===== src/rtl/exec_muldiv_sequencer.sv =====
// ---------------------------------------------------------------------------
// exec_muldiv_sequencer
//
// Time-shares the execute-stage ALU between the pipeline and an iterative
// unsigned 16x16 multiply (shift-add) / 16/16 divide (restoring) engine.
// While idle the pipeline's ALU request passes straight through. A start
// takes ownership of the ALU for WIDTH add/subtract iterations. During that
// time the pipeline is stalled and flag-register writes are blocked.
//
// Ports
//   clk_i, rst_ni              clock, asynchronous active-low reset
//   start_i, op_i              request (op 0 = MUL, 1 = DIV), sampled in IDLE
//   op_a_i, op_b_i             multiplicand/multiplier or dividend/divisor
//   pipe_func_i, pipe_in1_i,
//   pipe_in2_i                 pipeline ALU request (passed through in IDLE)
//   alu_func_o, alu_in1_o,
//   alu_in2_o                  to the shared ALU
//   alu_result_i, alu_cout_i   from the shared ALU (cout = carry on ADD,
//                              borrow on SUB)
//   alu_flag_we_o              execute flag register write enable
//   stall_o, busy_o            pipeline freeze / sequencer active
//   done_o                     one-cycle completion pulse
//   result_hi_o, result_lo_o   MUL: product high/low; DIV: remainder/quotient
//   div_by_zero_o              DIV with zero divisor, valid with done_o
// ---------------------------------------------------------------------------
module exec_muldiv_sequencer #(
    parameter int         WIDTH    = 16,
    parameter logic [3:0] FUNC_ADD = 4'd2,
    parameter logic [3:0] FUNC_SUB = 4'd3
) (
    input  logic             clk_i,
    input  logic             rst_ni,
    input  logic             start_i,
    input  logic             op_i,
    input  logic [WIDTH-1:0] op_a_i,
    input  logic [WIDTH-1:0] op_b_i,
    input  logic [3:0]       pipe_func_i,
    input  logic [WIDTH-1:0] pipe_in1_i,
    input  logic [WIDTH-1:0] pipe_in2_i,
    output logic [3:0]       alu_func_o,
    output logic [WIDTH-1:0] alu_in1_o,
    output logic [WIDTH-1:0] alu_in2_o,
    input  logic [WIDTH-1:0] alu_result_i,
    input  logic             alu_cout_i,
    output logic             alu_flag_we_o,
    output logic             stall_o,
    output logic             busy_o,
    output logic             done_o,
    output logic [WIDTH-1:0] result_hi_o,
    output logic [WIDTH-1:0] result_lo_o,
    output logic             div_by_zero_o
);

    typedef enum logic [1:0] {
        IDLE = 2'd0,
        LOAD = 2'd1,
        ITER = 2'd2,
        DONE = 2'd3
    } state_e;

    localparam logic [4:0] CNT_LAST = 5'(WIDTH - 1);

    state_e           state_q, state_d;
    logic             op_q, op_d;
    logic [4:0]       cnt_q, cnt_d;
    // hi_q is the accumulator for MUL and the partial remainder for DIV;
    // opnd_q holds the multiplicand or the divisor.
    logic [WIDTH-1:0] hi_q, hi_d;
    logic [WIDTH-1:0] mq_q, mq_d;
    logic [WIDTH-1:0] opnd_q, opnd_d;
    logic             dbz_q, dbz_d;
    logic [WIDTH-1:0] res_hi_q, res_hi_d;
    logic [WIDTH-1:0] res_lo_q, res_lo_d;

    // Restoring-divide shift: s is the remainder shifted left with the next
    // dividend bit; div_b is the bit shifted out of the remainder. When it is
    // set the true value is 2^WIDTH + s, which always exceeds the divisor, and
    // the truncated ALU difference is still the correct new remainder.
    logic [WIDTH-1:0] div_s;
    logic             div_b;

    assign div_s = {hi_q[WIDTH-2:0], mq_q[WIDTH-1]};
    assign div_b = hi_q[WIDTH-1];

    always_ff @(posedge clk_i or negedge rst_ni) begin
        if (!rst_ni) begin
            state_q  <= IDLE;
            op_q     <= 1'b0;
            cnt_q    <= '0;
            hi_q     <= '0;
            mq_q     <= '0;
            opnd_q   <= '0;
            dbz_q    <= 1'b0;
            res_hi_q <= '0;
            res_lo_q <= '0;
        end else begin
            state_q  <= state_d;
            op_q     <= op_d;
            cnt_q    <= cnt_d;
            hi_q     <= hi_d;
            mq_q     <= mq_d;
            opnd_q   <= opnd_d;
            dbz_q    <= dbz_d;
            res_hi_q <= res_hi_d;
            res_lo_q <= res_lo_d;
        end
    end

    always_comb begin
        state_d  = state_q;
        op_d     = op_q;
        cnt_d    = cnt_q;
        hi_d     = hi_q;
        mq_d     = mq_q;
        opnd_d   = opnd_q;
        dbz_d    = dbz_q;
        res_hi_d = res_hi_q;
        res_lo_d = res_lo_q;
        done_o   = 1'b0;

        // Sequencer-owned ALU drive; overridden by the pass-through in IDLE.
        alu_flag_we_o = 1'b0;
        alu_in2_o     = opnd_q;
        if (op_q) begin
            alu_func_o = FUNC_SUB;
            alu_in1_o  = div_s;
        end else begin
            alu_func_o = FUNC_ADD;
            alu_in1_o  = hi_q;
        end

        case (state_q)
            IDLE: begin
                alu_func_o    = pipe_func_i;
                alu_in1_o     = pipe_in1_i;
                alu_in2_o     = pipe_in2_i;
                alu_flag_we_o = 1'b1;
                if (start_i) begin
                    op_d    = op_i;
                    state_d = LOAD;
                    // Operands go straight to their working registers:
                    // MUL shifts the multiplier through mq, DIV the dividend.
                    mq_d    = op_i ? op_a_i : op_b_i;
                    opnd_d  = op_i ? op_b_i : op_a_i;
                end
            end

            LOAD: begin
                hi_d  = '0;
                cnt_d = '0;
                if (op_q && (opnd_q == '0)) begin
                    hi_d    = mq_q;     // remainder = dividend
                    mq_d    = '1;       // quotient saturates
                    dbz_d   = 1'b1;
                    state_d = DONE;
                end else begin
                    state_d = ITER;
                end
            end

            ITER: begin
                if (!op_q) begin
                    if (mq_q[0]) begin
                        {hi_d, mq_d} = {alu_cout_i, alu_result_i, mq_q[WIDTH-1:1]};
                    end else begin
                        {hi_d, mq_d} = {1'b0, hi_q, mq_q[WIDTH-1:1]};
                    end
                end else begin
                    if (div_b || !alu_cout_i) begin
                        hi_d = alu_result_i;
                        mq_d = {mq_q[WIDTH-2:0], 1'b1};
                    end else begin
                        hi_d = div_s;
                        mq_d = {mq_q[WIDTH-2:0], 1'b0};
                    end
                end
                cnt_d = cnt_q + 5'd1;
                if (cnt_q == CNT_LAST) begin
                    dbz_d   = 1'b0;
                    state_d = DONE;
                end
            end

            DONE: begin
                done_o   = 1'b1;
                res_hi_d = hi_q;
                res_lo_d = mq_q;
                state_d  = IDLE;
            end

            default: state_d = IDLE;
        endcase
    end

    assign busy_o        = (state_q != IDLE);
    assign stall_o       = busy_o;
    assign result_hi_o   = res_hi_q;
    assign result_lo_o   = res_lo_q;
    assign div_by_zero_o = dbz_q;

endmodule


===== config.mk =====
export PLATFORM = sky130hd
export DESIGN_NAME = exec_muldiv_sequencer
export DESIGN_NICKNAME = d
export VERILOG_FILES = /design/src/rtl/exec_muldiv_sequencer.sv
export SDC_FILE = /design/constraint.sdc
export NUM_CORES = 1
export LEC_CHECK = 0
export CAP_MARGIN = 20
export CORE_MARGIN = 3
export CORE_UTILIZATION = 45
export DETAILED_ROUTE_END_ITERATION = 8
export PLACE_DENSITY_LB_ADDON = 0.08
export SYNTH_ARGS = -nofsm -noshare
export SYNTH_HDL_FRONTEND = slang
export SYNTH_SLANG_ARGS = --single-unit
export TNS_END_PERCENT = 5

===== constraint.sdc =====
create_clock -name clk_i -period 2.4 [get_ports clk_i]
set_input_delay 0.24 -clock clk_i [delete_from_list [all_inputs] [get_ports clk_i]]
set_output_delay 0.24 -clock clk_i [all_outputs]
set_load 0.05 [all_outputs]

# Word-level counts from Yosys, hierarchy flattened
# Index checks and enable logic that the tools add are counted.
op_classes:
  addsub: 1
  reduce_logical: 12
  eq_ne: 7
  n_mux: 28
ops:
  columns: ["operator", "n"]
  rows:
  - ["$mux 16", 13]
  - ["$pmux 16 s3", 1]
  - ["$pmux 16 s2", 1]
  - ["$logic_not 16->1", 1]
  - ["$pmux 5 s2", 1]
  - ["$pmux 2 s4", 1]
  - ["$mux 1", 7]
  - ["$ne 2x2->1 const B", 3]
  - ["$reduce_and 3->1", 2]
  - ["$add 5x1->5 const B", 1]
  - ["$eq 5x4->1 const B", 1]
  - ["$eq 2x2->1 const B", 2]
  - ["$mux 2", 2]
  - ["$mux 4", 1]
  - ["$reduce_and 2->1", 2]
  - ["$reduce_bool 2->1", 2]
  - ["$reduce_bool 3->1", 1]
  - ["$eq 2x1->1 const B", 1]
  - ["$logic_not 2->1", 1]
  - ["$pmux 1 s2", 1]
  - ["$logic_and 1x1->1", 1]
  - ["$logic_not 1->1", 1]
  - ["$logic_or 1x1->1", 1]
totals:
  ff_bits: 89
  output_inout_bits: 73
  input_bits: 89
  elab_cells: 57

# Logic depth before layout (Yosys ltp)
# Gate-level depths: netlist (run 1).
depth:
  word_depth: 5
  mapped_depth: 8
  mapped_depth_nobuf: 6

# Worst setup path before layout (run 1)
# OpenSTA, ideal clock, no wires.
synth_timing:
  path_kind: "register to output"
  start: "reg state_q[0]"
  end: "out alu_in1_o[0]"
  path_buffers: 2
  setup_slack_ps: -288
  t_arrival_ps: 2448
  required_ps: 2160
  stages_incl_launch_ff: 6
  cell_sequence: "dfrtp_1 -> inv_1 -> ha_1 -> clkbuf_1 -> clkbuf_1 -> o21ai_0"
synth_between:
  elab_chain_len: 2
synth_lines:
  columns: ["item", "line", "text"]
  rows:
  - ["start, declared", "63", "state_e state_q, state_d;"]
  - ["start signal, assigned", "97", "state_q <= state_d;"]
  - ["$logic_not 2->1", "132", "case (state_q)"]
  - ["$mux 16", "132", null]
  - ["end, declared", "41", "output logic [WIDTH-1:0] alu_in1_o,"]
# Every way passes these cells.

# Worst setup path in the final report (run 1)
layout_timing:
  start: "reg state_q[1]"
  end: "out alu_in1_o[8]"
# The elaborated chain is that of the path after synthesis.

==> key figures, run 1 <==
STA
  • Worst hold slack: around 0.42 ns
  • Max-slew violation count: 0
  • Final Hold Viols: 0
  • Clk_skew: between 0.006 and 0.007 ns
  • Relative slew slack: 0.599
  • RSZ-0062 raised after global routing: no
  • Total negative slack: 0 ns
  • Crit share post-route: 0.922
  • # setup viols final: 0
  • Peak Freq: about 450 MHz
  • Worst slew pin tran: 0.601 ns
  • Tmin final: 2.21 ns
  • Worst setup margin: approximately 0.19 ns

Finish
  • Finished Layout Cells: approximately 850
  • Number of antenna cells inserted: 0
  • Fraction of layout cells with a size suffix above 1: 0.265
  • # nets final: 770
  • Post-route cell area: ~0.008 mm^2
  • Area grow syn2layout: 39.9%
  • Final core occ: 0.647

Floorplanning
  • Die X: roughly 120 um
  • I/O pins: between 150 and 200
  • Initial Util: 0.462
  • Die Y: between 100 and 150 um
  • Num rows: 40
  • Core area: roughly 0.012 mm^2
  • Die area: between 0.01 and 0.015 mm^2

Setup path
  • Worst-path cell chain: inv_1 > ha_2 > buf_6 > buf_8 > nand2_1 > o21ai_0 > buf_12
  • Critical path startpoint category: flip-flop
  • Worst Path Required: about 2.2 ns
  • Critical Path End Type: output port
  • CP max stage delay: 0.42 ns
  • Worst path slowest cell: dfrtp_1
  • CP Data Arrival Time: roughly 2 ns
  • Worst Setup SP: state_q[1]
  • CP max FO: 37
  • R2R Path Start: opnd_q[6]
  • Crit Path Category: reg2out

Synthesis
  • Avg Cell Area, Syn: ~10 um^2
  • Post-Syn Nets: between 600 and 700
  • Post-synthesis cell type count: 43
  • Synth area leader: dfrtp_1
  • Mapped Area: 0.00560 mm^2
  • Yosys top cell area share: 0.398
  • Post-synthesis compound-gate area fraction: 0.168
  • Adder-cell area share of the yosys netlist: 0.0134
  • Synth warn: 0
  • Post-Synth XOR/XNOR Area: 0
  • Synth Register Bits: 89
  • Ys flop type: dfrtp_1
  • Simple-Gate Fraction of Synth Area: 0.114
  • Register area share after synthesis: 0.398
  • Most numerous cell in the Yosys netlist: dfrtp_1
  • Ys async rst share: 1.00
  • Top post-synthesis cells by count: 89 x dfrtp_1, 83 x mux2_2, 49 x mux2i_1, 47 x a21oi_1, 46 x a211oi_1
  • Mapped Cells: between 500 and 600
  • Synth top area cells: dfrtp_1 40%, mux2_2 17%, mux2i_1 8.8%
  • Main combinational cell family by area after synthesis: multiplexers
  • Mux contribution to synthesized area: 0.254
  • Number of synthesized flops with an enable pin: 0

GRT
  • GRT overflow: 0
  • Initial antenna violation count: 0
  • Number of global-route vias before repair: around 4.8k
  • First-pass GRT wire length: 25,400 um
  • Largest net degree at the start of global routing: 66
  • Total track usage: 0.227

Power and ir drop
  • Tot Pwr: between 10 and 15 mW
  • Comb power frac: 0.643
  • Reg power frac: 0.227
  • Cell Int Power: ~6.4 mW
  • P_leak: between 3 and 4 nW
  • Power per cell area: 1560 mW/mm^2
  • Clock Power Share: 0.130
  • Net load switching power: between 5 and 6 mW
  • Peak supply drop: between 0.8 and 0.9 mV
  • Switching share of power: 0.476

Drt
  • WL met3: ~740 um
  • # DRC: 0
  • Via density: around 5.5
  • DRT Pass-1 Iters: 4
  • Initial drt markers: between 200 and 300
  • WL/cell: between 15 and 20 um
  • Final wirelength: approximately 16,000 um
  • Highest metal used: met4
  • Met2 wire length: roughly 7300 um
  • Via count: 4,651
  • Routed Antenna Nets: 0
  • Met1 wire length: between 7000 and 8000 um

Clock tree
  • TritonCTS Sinks: 89
  • CTS Buffer Depth: 2
  • Reg clk slew, reported paths: 0.07 ns
  • Root Buffer: clkbuf_16
  • CTS buffer count: 9
  • Setup Fix Bufs, Post-CTS: 0
  • Worst-Skew Late Latency: ~0.35 ns
  • H-tree lvl count: 3
  • CTS tree: built

Placement
  • Port Buf Inserts: around 160
  • GP Congestion: about 0.80
  • Dpl ws: 0.0939 ns
  • Placed Cells incl. Taps: just over 800
  • Placed Area: roughly 0.0075 mm^2
  • Post-DP HPWL: between 10,000 and 15,000 um

Hold path
  • HP Class: in2async

Status
  • Outcome: completed

Job
  • Max cap viols: 0
==> critical path: cells and delay by family, from the launching register on <==
family	cells	cell delay (ns)
AOI/OAI and AO/OA	1	0.15
adders and majority gates	1	0.20
buffers and inverters	4	0.76
DFF	1	0.42
and+or+nand+nor	1	0.08
==> cell families (layout without fill, tap and decap cells) <==
kind of cell / Yosys count / in the layout
adders and majority gates: 6 / 6
AOI/OAI and AO/OA: 139 / 139
muxes: 132 / 132
buffers and inverters: 59 / 204
DFF: 89 / 89
and+or+nand+nor: 110 / 110
==> state kept, by name (all words and copies together) (netlist names) <==
register	count
op_q	1
state_q	2
hi_q	16
mq_q	16
div_by_zero_o	1
opnd_q	16
result_hi_o	16
result_lo_o	16
cnt_q	5
==> layout make-up <==
| class | count | area, um^2 |
|---|---|---|
| Timing Repair Buffer | 178 | 1930 |
| Tap cell | 168 | 210 |
| Sequential cell | 89 | 2230 |
| Fill cell | 1009 | 4280 |
| Multi-Input combinational cell | 387 | 3100 |
| Inverter | 10 | 37.5 |
| Clock buffer | 10 | 239 |
| Clock inverter | 6 | 90.1 |
==> cells in the final DEF, fill, tap and decap left out, types with 2 or more instances in the layout <==
| cell | instances |
|---|---|
| o21ai_0 | 19 |
| a311o_2 | 15 |
| dfrtp_1 | 88 |
| and2_1 | 3 |
| buf_12 | 23 |
| mux2i_1 | 49 |
| nor2_1 | 19 |
| nor4_1 | 2 |
| o22ai_1 | 3 |
| bufinv_16 | 2 |
| nand2_1 | 20 |
| nor2b_1 | 38 |
| nand3_1 | 3 |
| ha_1 | 4 |
| or4_4 | 2 |
| a211oi_1 | 46 |
| ha_2 | 2 |
| and2b_1 | 10 |
| inv_1 | 10 |
| clkdlybuf4s50_1 | 119 |
| nor3_1 | 2 |
| nand2b_1 | 2 |
| mux2_2 | 83 |
| a21oi_1 | 47 |
| buf_4 | 31 |
| a31oi_1 | 2 |
| clkbuf_16 | 9 |
==> final timing paths <==
kind / endpoint / slack [ns] / cells past startpoint
setup / recovery: alu_in1_o[8] / 0.19 / 7
setup reg to reg: hi_q[7] / 0.29 / 5
hold / removal: cnt_q[2] / 0.42 / 2
max in group asynchronous: result_lo_o[0] / 1.31 / 3
hold reg to reg: result_lo_o[9] / 0.50 / 1
min in group clk_i: op_q / 0.47 / 3
==> what timing repair did <==
action / 4_1_cts / 5_1_grt
gates resized for setup: 2 / 3
setup endpoints to repair: 3 / 31
hold buffers: 1 / 0
hold endpoints to repair: 37 / 0
==> routing by layer <==
layer	vias to the layer above	global-route usage
met1	2238	0.303
met2	131	0.375
met5	-	0
li1	2262	-
met4	0	0.0784
met3	20	0.0413
==> power by group through the flow <==
stage	sequential [mW]	clock (mW)	combinational, mW
floorplan	3.22	0	4.95
global placement	2.78	0	7.74
detailed placement	2.80	0	7.86
CTS	2.78	1.62	7.89
global route	2.87	1.67	8.38
finish	2.78	1.59	7.86
(Power assumes the default switching activity.)
==> run 2, diff against run 1 <==
--- a/config.mk
+++ b/config.mk
@@ -10,6 +10,7 @@
 export CORE_UTILIZATION = 45
 export DETAILED_ROUTE_END_ITERATION = 8
 export PLACE_DENSITY_LB_ADDON = 0.08
+export RECOVER_POWER = 50
 export SYNTH_ARGS = -nofsm -noshare
 export SYNTH_HDL_FRONTEND = slang
 export SYNTH_SLANG_ARGS = --single-unit
==> key figures, run 2 (same netlist as run 1, synthesis figures left out) <==
Status
  • Outcome: completed

STA
  • Crit share post-route: 0.929
  • Worst slew pin tran: just over 1 ns
  • Relative slew slack: 0.326
  • # setup viols final: 0
  • Final Hold Viols: 0
  • RSZ-0062 raised after global routing: no
  • Clk_skew: roughly 0.0059 ns
  • Tmin final: approximately 2.2 ns
  • Peak Freq: roughly 450 MHz
  • Max-slew violation count: 0
  • Worst hold slack: roughly 0.47 ns
  • Total negative slack: 0 ns

Finish
  • # nets final: 770
  • Post-route cell area: 0.00781 mm^2
  • Area grow syn2layout: 39.5%
  • Commonest non-fill, non-tap cell in the layout: clkdlybuf4s50_1
  • Number of antenna cells inserted: 0
  • Most frequent cells in the layout: 119 x clkdlybuf4s50_1, 88 x dfrtp_1, 83 x mux2_2
  • Fraction of layout cells with a size suffix above 1: 0.260
  • Layout fillers: approximately 1.0k

Setup path
  • Critical Path End Type: output port
  • R2R depth: 5
  • Crit Path Category: reg2out
  • Worst R2R End: hi_q[7]
  • Worst Path Required: between 2 and 2.5 ns
  • Critical path startpoint category: flip-flop
  • Reg2reg setup slack: 0.29 ns
  • CP max stage delay: ~0.40 ns
  • CP max FO: 37
  • R2R Path Start: opnd_q[6]
  • Worst path slowest cell: dfrtp_1
  • Worst-path cell chain: inv_1 > ha_1 > buf_6 > buf_8 > o21ai_0 > buf_12
  • CP Data Arrival Time: about 2.0 ns

Placement
  • Post-DP HPWL: approximately 11,000 um
  • Port Buf Inserts: 161
  • Placed Area: between 0.007 and 0.008 mm^2
  • GP Congestion: 0.797

Hold path
  • WHS Endpoint: op_q
  • Hold path start: op_i
  • Worst hold path depth: 3
  • HP Class: in2reg

Drt
  • Initial drt markers: between 200 and 300
  • Final wirelength: 15,400 um
  • WL/cell: approximately 18 um
  • Via count: between 4k and 5k
  • DRT Pass-1 Iters: 4
  • Via density: between 5 and 6
  • Routed Antenna Nets: 0
  • # DRC: 0

GRT
  • Number of global-route vias before repair: roughly 4.8k
  • GRT overflow: 0
  • Total track usage: 0.227
  • First-pass GRT wire length: ~25,000 um
  • Largest net degree at the start of global routing: 66
  • Initial antenna violation count: 0

Floorplanning
  • Die area: approximately 0.014 mm^2
  • Initial Util: 0.462
  • Die X: 118 um
  • Num rows: 40
  • I/O pins: 162
  • Core area: approximately 0.012 mm^2
  • Die Y: 118 um

Clock tree
  • Setup Fix Bufs, Post-CTS: 0
  • Root Buffer: clkbuf_16
  • CTS buffer count: 9
  • Worst-Skew Late Latency: 0.35 ns
  • TritonCTS Sinks: 89
  • Reg clk slew, reported paths: about 0.070 ns
  • H-tree lvl count: 3
  • CTS Buffer Depth: 2
  • CTS tree: built

Power and ir drop
  • P_leak: roughly 3.2 nW
  • Power per cell area: approximately 1600 mW/mm^2
  • Peak supply drop: 0.857 mV

Job
  • Max cap viols: 0
[run 2: cell count changes in the layout (fill, tap and decap cells not counted), sizes merged]
cell,previous run,this run
buf,57,53
clkbuf,10,14
[run 2: worst max path at each step]
stage	start	to	slack, ns	depth (start not counted)
2_1_floorplan	state_q[0]	alu_in1_o[0]	-0.29	5
3_3_place_gp	start_i	mq_q[2]	0.10	5
3_5_place_dp	start_i	mq_q[4]	0.09	5
4_1_cts	state_q[1]	mq_q[4]	0.06	6
5_1_grt	state_q[0]	alu_in1_o[6]	0.03	6
6_report	state_q[0]	alu_in1_o[6]	0.17	6
[run 2: worst max-delay path, delay by kind of cell, from the launching register on]
kind	cells	cell delay [ns]
buf+inv	4	0.65
compound gates	1	0.36
flops	1	0.40
fa+ha+maj	1	0.23
[run 2: cell type report]
class                   instances  area (um^2)  share of cell area
multi-input cells             387         3090               0.396
well taps                     168          210              0.0269
clock buffers                  10          239              0.0306
inverters                      10         37.5             0.00481
repair buffers                178         1910               0.245
flip-flops and latches         89         2230               0.285
clock inverters                 6         90.1              0.0115
[run 2: metrics by stage]
stage	setup WS, ns	util	power (mW)	instances
after floorplan	-0.288	-	8.17	535
after global routing	0.0334	0.645	12.9	848
final	0.170	0.645	12.2	848
after CTS	0.0628	0.646	12.3	848
after detailed placement	0.0939	0.617	10.7	831
after global placement	0.102	0.617	10.5	831
[run 2: timing repair]
item / 4_1_cts / 5_1_grt
pin swaps: 0 / 0
hold buffers: 1 / 0
hold endpoints to repair: 37 / 0
resized for setup: 2 / 3
setup endpoints to repair: 3 / 31
[run 2: where the power goes]
part / internal (mW) / switching (mW) / total [mW]
clock network: 0.945 / 0.640 / 1.59
logic: 3.34 / 4.50 / 7.84
registers: 2.11 / 0.666 / 2.78
[run 2: per-layer routing]
layer / track usage / up-vias / wire length (um)
li1: - / 2259 / -
met1: 0.303 / 2256 / 7090
met2: 0.375 / 120 / 7390
met3: 0.0413 / 21 / 636
met4: 0.0784 / 0 / 314
met5: 0 / - / 0
==> run 3, diff against run 2 <==
--- a/config.mk
+++ b/config.mk
@@ -6,11 +6,14 @@
 export NUM_CORES = 1
 export LEC_CHECK = 0
 export CAP_MARGIN = 20
+export CELL_PAD_IN_SITES_DETAIL_PLACEMENT = 1
+export CELL_PAD_IN_SITES_GLOBAL_PLACEMENT = 2
 export CORE_MARGIN = 3
-export CORE_UTILIZATION = 45
+export CORE_UTILIZATION = 30
 export DETAILED_ROUTE_END_ITERATION = 8
 export PLACE_DENSITY_LB_ADDON = 0.08
 export RECOVER_POWER = 50
+export SLEW_MARGIN = 20
 export SYNTH_ARGS = -nofsm -noshare
 export SYNTH_HDL_FRONTEND = slang
 export SYNTH_SLANG_ARGS = --single-unit
==> constraint.sdc (replaced) <==
create_clock -name clk_i -period 2.1 [get_ports clk_i]
set_input_delay 0.21 -clock clk_i [delete_from_list [all_inputs] [get_ports clk_i]]
set_output_delay 0.21 -clock clk_i [all_outputs]
set_load 0.05 [all_outputs]
==> key figures, run 3 (same netlist as run 1, synthesis figures left out) <==
Status
  • Outcome: completed

Drt
  • Met1 wire length: about 9000 um
  • Highest metal used: met4
  • # DRC: 0
  • Final wirelength: between 15,000 and 20,000 um
  • Via density: 5.16
  • Via count: roughly 4.8k
  • WL/cell: just over 20 um
  • Routed Antenna Nets: 0
  • Met2 wire length: slightly above 9000 um
  • DRT Pass-1 Iters: 6
  • Initial drt markers: 198
  • WL met3: 684 um

Setup path
  • Critical path startpoint category: flip-flop
  • Worst Setup SP: state_q[1]
  • Crit Path Category: reg2out
  • Cell family with most CP delay: buffers and inverters
  • CP Data Arrival Time: 1.85 ns
  • CP bufs+invs: 4
  • Worst R2R End: hi_q[2]
  • CP max FO: 14
  • Worst-path cell chain: inv_2 > ha_4 > buf_12 > buf_12 > mux2_2 > buf_12
  • R2R Path Start: opnd_q[6]
  • Worst path slowest cell: dfrtp_1
  • Critical Path End Type: output port
  • Reg2reg setup slack: roughly 0.050 ns
  • CP dominant cell by count: buf_12
  • R2R depth: 5
  • Worst Path Required: approximately 1.9 ns
  • CP max stage delay: roughly 0.39 ns
  • Critical path depth: 6

Finish
  • Number of antenna cells inserted: 0
  • Area grow syn2layout: 45.5%
  • Post-route cell area: 0.00815 mm^2
  • Finished Layout Cells: 927
  • Most frequent cells in the layout: 119 x clkdlybuf4s50_1, 88 x dfrtp_1, 83 x mux2_2
  • # nets final: 788
  • Commonest non-fill, non-tap cell in the layout: clkdlybuf4s50_1
  • Fraction of layout cells with a size suffix above 1: 0.288

GRT
  • Initial antenna violation count: 0
  • Number of global-route vias before repair: 5,155
  • Total track usage: 0.188
  • GRT overflow: 0
  • First-pass GRT wire length: roughly 30,000 um
  • Largest net degree at the start of global routing: 50

Placement
  • Port Buf Inserts: roughly 160
  • GP Congestion: ~0.76
  • Post-DP HPWL: approximately 14,000 um
  • Placed Cells incl. Taps: around 910
  • Placed Area: slightly below 0.008 mm^2

STA
  • Max-slew violation count: 0
  • Worst slew pin tran: about 1.2 ns
  • Clk_skew: 0.0103 ns
  • RSZ-0062 raised after global routing: yes
  • Relative slew slack: 0.232
  • Crit share post-route: 0.979
  • Worst hold slack: around 0.43 ns
  • Total negative slack: 0 ns
  • # setup viols final: 0
  • Final Hold Viols: 0
  • Tmin final: around 2.1 ns
  • Peak Freq: slightly below 500 MHz

Hold path
  • HP Class: in2reg
  • Worst hold path depth: 3
  • WHS Endpoint: op_q
  • Hold path start: op_i

Job
  • Max cap viols: 0

Clock tree
  • H-tree lvl count: 3
  • CTS buffer count: 9
  • Worst-Skew Late Latency: approximately 0.35 ns
  • CTS Buffer Depth: 2
  • Reg clk slew, reported paths: 0.06 ns
  • CTS tree: built
  • Root Buffer: clkbuf_16
  • TritonCTS Sinks: between 80 and 90

Power and ir drop
  • Tot Pwr: approximately 15 mW
  • Peak supply drop: around 0.59 mV
  • P_leak: between 3 and 4 nW
  • Power per cell area: between 1500 and 2000 mW/mm^2

Floorplanning
  • Initial Util: 0.309
  • Num rows: roughly 50
  • Die Y: between 100 and 150 um
  • I/O pins: 162
  • Core area: 0.0181 mm^2
  • Die area: 0.0203 mm^2
  • Die X: about 140 um
-- run 3: cell count changes in the layout (fill, tap and decap cells not counted), moves of 3 or more --
cell | previous run | this run
o21ai_1 | 0 | 14
o21ai_0 | 19 | 3
buf_12 | 22 | 28
inv_6 | 1 | 4
buf_6 | 1 | 9
buf_4 | 28 | 31
-- run 3: power by group --
group / total, mW / switching (mW) / leakage [nW] / internal [mW]
Sequential: 3.19 / 0.777 / 1.10 / 2.41
Clock: 1.69 / 0.746 / 0.153 / 0.946
Combinational: 9.85 / 5.51 / 2.12 / 4.35
-- run 3: what timing repair did --
action / 4_1_cts / 5_1_grt
buffers inserted: 2 / 1
cloned: 2 / 0
gates resized for setup: 3 / 10
pin swaps: 0 / 1
endpoints found under the setup margin: 17 / 5
hold endpoints to repair: 38 / 0
hold buffers: 1 / 0
-- run 3: metal layers --
metal | up-vias | track usage
met5 | - | 0
met4 | 0 | 0.0345
met3 | 12 | 0.0372
met2 | 95 | 0.315
met1 | 2378 | 0.255
li1 | 2297 | -
-- run 3: layout make-up --
type | instances | area (um^2)
Fill cell | 1960 | 10000
Multi-Input combinational cell | 387 | 3110
Sequential cell | 89 | 2230
Timing Repair Buffer | 196 | 2180
Tap cell | 229 | 287
Clock buffer | 9 | 225
Clock inverter | 7 | 81.3
Inverter | 10 | 37.5
-- run 3: how the worst max path moves through the flow --
stage	endpoint	slack [ns]
after detailed placement	hi_q[7]	0.04
after global placement	hi_q[7]	0.07
after global routing	alu_in2_o[5]	-0.01
after floorplan	alu_in1_o[11]	-0.12
final	alu_in2_o[5]	0.04
after CTS	alu_in2_o[7]	0.03
-- run 3: stage by stage --
stage          utilization  worst slack, ns
3_5_place_dp         0.425           0.0393
6_report             0.449           0.0439
3_3_place_gp         0.425           0.0671
2_1_floorplan            -           -0.118
4_1_cts              0.448           0.0323
5_1_grt              0.449          -0.0140
-- run 3: worst min-delay path: stages --
cell and delay [ns]:
buf_2 0.10, buf_12 0.23, mux2_2 0.19
==> RTL edit 1: new RTL, config.mk and constraints of run 3 <==
Make the reset (`rst_ni`) synchronous in one clocked block. Comments in the files are not updated.
--- a/src/rtl/exec_muldiv_sequencer.sv
+++ b/src/rtl/exec_muldiv_sequencer.sv
@@ -84,3 +84,3 @@
 
-    always_ff @(posedge clk_i or negedge rst_ni) begin
+    always_ff @(posedge clk_i) begin
         if (!rst_ni) begin
Function: differs if rst_ni is asserted again (counterexample within 4 cycles, from zero or initial values and one cycle with rst_ni low); with rst_ni held inactive, the same outputs for 10 cycles.
==> RTL edit 1 against run 3 <==
- synthesized area shrank 4.2%
- final area shrank 5.1%
- sequential cell count is the same
- global-route usage shrank 0.59 points
- first-iteration DRC count grew 5.1%
- setup slack gained 0.017 ns
- sequential share of layout area shrank 4.3 points
- routed wire length shrank 1.3%
- total power shrank 37%
- core utilization shrank 0.52 points
==> RTL edit 1: results (changes against run 3) <==
Place
  • HPWL after DPL: 13400 microns (-3.1%)
  • Placed Cells: 949 (+4.9%)
  • GP Congestion: 0.819 (+7.4%)
  • Placed Area: 7370 sq um (-4.5%)
  • Post-placement setup slack: -0.0842 ns (-0.124 ns)

CTS
  • Resize count post-CTS: 4 (+1)
  • Post-CTS setup buffer count: 0 (-2)

Synth
  • Largest cells by area after synthesis: dfxtp_1 33%, mux2i_1 18%, nor2b_1 6.3%
  • Syn Area/Cell: 8.90 sq um (-15%)
  • Post-Syn Nets: 698 (+11%)
  • Top cells by count, synth: 99 x mux2i_1, 89 x dfxtp_1, 71 x nand2_1, 54 x nor2b_1, 33 x o21ai_1
  • Seq/Total Area, Yosys: 33.2% (-6.6 points)
  • Asr flop ratio synth: 0% (-100 points)

Route
  • WL final: 18500 microns (-1.3%)
  • Routed metal-1 wirelength: 8330 microns (-4.9%)
  • WL met3: 801 microns (+17%)
  • Drt wl/cell: 19.1 microns (-5.4%)
  • DR WL met2: 8940 microns (-2.4%)
  • DRT iter0 DRCs: 208 (+5.1%)
  • Via count: 4968 (+3.9%)

Worst setup path
  • R2r setup slk: 0.16 ns (+0.11 ns)
  • Worst setup path end: alu_in2_o[10]
  • FF-to-FF path depth: 8 (+3)
  • Worst path arrival time: 1.83 ns (-0.02 ns)
  • R2r startpoint: state_q[0]
  • Slowest CP cell: dfxtp_1
  • Worst R2R End: mq_q[14]

Hold path
  • Worst hold start: rst_ni
  • Hold worst-path end: mq_q[13]
  • WHS Path Cells: 4 (+1)

Pwr
  • P_clk: 1.80 mW (+7%)
  • Net Sw Power: 4.16 mW (-41%)
  • Switching share of total power: 45.0% (-2.7 points)

Outcome
  • Outcome: finished clean

Layout
  • Share of cells above drive strength 1: 14.7% (-14 points)
  • Final nets: 832 (+5.6%)
  • Fill cells: 1959 (-0.051%)

Global route
  • First-pass GRT wire length: 28600 microns (-4.3%)
  • Tot GR Track Use: 18.2% (-0.59 points)
  • GR Util met1: 22.3% (-3.2 points)
  • Largest net degree at the start of global routing: 67 (+34%)
  • Vias in the first global route: 5137 (-0.35%)
  • Met3 Usage GRT: 3.57% (-0.14 points)
  • Routing usage on met2: 31.6% (+0.074 points)

STA
  • Min Hold Slack: 0.426 ns (-0.00581 ns)
  • FMAX: 490 MHz (+0.81%)
  • Clock Skew: 0.0101 ns (-0.000183 ns)
  • Worst-margin pin slew: 0.706 ns (-0.447 ns)
## RTL edit 1: cell types whose count changed after synthesis, moves of 17 or more
cell	change
dfrtp_1	-89
dfxtp_1	+89
mux2_2	-61
nand2_1	+51
mux2i_1	+50
o21ai_1	+33
a211oi_1	-31
a21oi_1	-26
buf_2	+19
o21ai_0	-17
## RTL edit 1: cells by family (layout without fill, tap and decap cells)
| group | count (synthesis) | count (layout) | synth area share [%] |
|---|---|---|---|
| flops | 89 | 89 | 33.2 |
| mux | 132 | 132 | 25.4 |
| fa+ha+maj | 6 | 6 | 1.40 |
| simple gates | 185 | 185 | 18.0 |
| buf+inv | 65 | 204 | 5.60 |
| compound gates | 126 | 126 | 16.4 |
## RTL edit 1: layout make-up
cell class | count | area, sq um | area share (%)
clock buffers | 9 | 225 | 2.91
repair buffers | 181 | 2010 | 26.1
well taps | 225 | 282 | 3.64
flip-flops and latches | 89 | 1780 | 23.1
clock inverters | 7 | 103 | 1.33
inverters | 7 | 26.3 | 0.340
multi-input cells | 449 | 3300 | 42.7
==> RTL edit 2: new RTL, settings of run 3 <==
Without the edit above. The parameter `WIDTH` goes from 16 to 32.
--- a/src/rtl/exec_muldiv_sequencer.sv
+++ b/src/rtl/exec_muldiv_sequencer.sv
@@ -26,3 +26,3 @@
 module exec_muldiv_sequencer #(
-    parameter int         WIDTH    = 16,
+    parameter int         WIDTH    = 32,
     parameter logic [3:0] FUNC_ADD = 4'd2,
Ports: changed (9 resized); port bits go from 162 to 306. No check against the original RTL was run, so the function may have changed too.
==> RTL edit 2 against run 3 <==
- the run now ends with negative setup slack left
- routed wire length up 100%
- final area rose by 96%
- synthesized area grew 83%
- via count up 93%
- register-to-register slack lost 0.06 ns
- setup slack lost 0.10 ns
- sequential cell count grew 80
Power is left out: the tool's default activity adds up to more than one toggle a clock period on the data nets, which glitch-free logic cannot reach.
==> RTL edit 2: results (changes against run 3) <==
Outcome
  • Outcome: complete, but fails checks
  • Violated checks: negative setup slack

Route
  • Via count: 9219 (+93%)
  • Pre-Repair DR Iteration Count: 4 (-2)
  • Drt wl/cell: 21.4 microns (+5.7%)
  • Highest metal layer with signal wires: met4
  • DRT iter0 DRCs: 275 (+39%)
  • DR WL met2: 17900 microns (+96%)
  • WL met3: 2250 microns (+230%)
  • Routed metal-1 wirelength: 17900 microns (+100%)

Worst setup path
  • Worst setup path end: busy_o
  • Worst path arrival time: 1.95 ns (+0.10 ns)
  • Critical path's largest stage delay: 0.43 ns (+0.04 ns)
  • Crit path max fanout: 6 (-8)
  • Worst Setup SP: state_q[0]
  • Worst R2R End: state_q[1]
  • R2r setup slk: -0.01 ns (-0.06 ns)
  • Largest delay share family, worst path: buffers and inverters
  • FF-to-FF path depth: 9 (+4)
  • Slowest CP cell: dfrtp_2

Layout
  • Final nets: 1511 (+92%)
  • Share of cells above drive strength 1: 26.6% (-2.2 points)
  • Ant diodes: 0 (unchanged)

Synth
  • Asr flop ratio synth: 100% (unchanged)
  • Seq/Total Area, Yosys: 41.2% (+1.4 points)
  • Largest cells by area after synthesis: dfrtp_1 41%, mux2i_1 16%, mux2_2 11%
  • Post-Syn Nets: 1205 (+91%)
  • Netlist cell types: 32 (-26%)
  • Top cells by count, synth: 169 x dfrtp_1, 160 x mux2i_1, 102 x mux2_2, 99 x o21ai_0, 70 x a21oi_1
  • Syn. warnings: 0 (unchanged)

CTS
  • Clock slew at reported path FFs: 0.08 ns (+0.02 ns)
  • H-tree lvl count: 4 (+1)
  • Root Buffer: clkbuf_16
  • Skew-Pair Late Insertion Delay: 0.44 ns (+0.09 ns)
  • Clock buffer depth: 2 (unchanged)
  • Number of buffers created by CTS: 17 (+8)

STA
  • Final Setup Violations: 43 (+43)
  • Setup WS post-layout: -0.0567 ns (-0.101 ns)
  • Rel. slew slack: 23.8% (+0.60 points)
  • Clock Skew: 0.0160 ns (+0.00572 ns)

Hold path
  • WHS Path Cells: 3 (unchanged)
  • Hold worst-path end: opnd_q[31]
  • Tightest Hold Check Type: input pin to register
  • Worst hold start: op_i

Place
  • HPWL after DPL: 25400 microns (+83%)
  • GP Congestion: 0.757 (-0.71%)
  • Port Buffers: 305 (+89%)

Global route
  • Vias in the first global route: 9768 (+89%)
  • GR Util met1: 28.9% (+3.4 points)
  • Tot GR Track Use: 20.6% (+1.9 points)
  • Met3 Usage GRT: 4.86% (+1.1 points)
  • Routing usage on met2: 33.0% (+1.5 points)
  • First-pass GRT wire length: 58500 microns (+96%)
  • Antenna violations before repair: 0 (unchanged)
  • Largest net degree at the start of global routing: 78 (+56%)
[RTL edit 2: cell types whose count changed in the layout (fill, tap and decap cells not counted), moves of 23 or more]
| cell | delta |
|---|---|
| mux2_1 | +28 |
| o21ai_0 | +64 |
| dfrtp_1 | +77 |
| clkdlybuf4s50_1 | +112 |
| mux2i_1 | +109 |
| nor2_1 | +46 |
| buf_12 | +31 |
| a31oi_1 | +29 |
| nand2_1 | +28 |
| a21oi_1 | +23 |
[RTL edit 2: kinds of logic (layout without fill, tap and decap cells)]
family	Yosys count	in the layout	share of synthesized area, %
simple gates	189	189	8.40
mux	292	292	30.1
flops	169	169	41.2
compound gates	270	270	15.3
buf+inv	104	423	4.33
fa+ha+maj	6	6	0.731
[RTL edit 2: final cells by class]
type,instances,area [sq um]
Sequential cell,169,4240
Tap cell,448,561
Clock inverter,14,115
Timing Repair Buffer,381,4640
Multi-Input combinational cell,757,5980
Inverter,10,48.8
Fill cell,3577,17600
Clock buffer,18,429
[RTL edit 2: metrics by stage]
stage | hold slack, ns | setup TNS, ns | cell area (sq um) | setup WS (ns) | cells
after global placement | 0.178 | -6.44 | 14400 | -0.181 | 1731
after detailed placement | 0.178 | -7.89 | 14400 | -0.177 | 1731
after floorplan | -0.0856 | -2.87 | 10300 | -0.100 | 1030
final | 0.329 | -0.812 | 16000 | -0.0567 | 1797
after global routing | 0.315 | -12.53 | 16000 | -0.139 | 1797
after CTS | 0.274 | -2.18 | 15800 | -0.0666 | 1787
[RTL edit 2: what timing repair did]
action	4_1_cts	5_1_grt
cloned	11	2
hold buffers	1	0
hold endpoints to repair	39	0
pin swaps	5	5
gates resized for setup	109	34
setup endpoints to repair	134	162
setup buffers	12	8
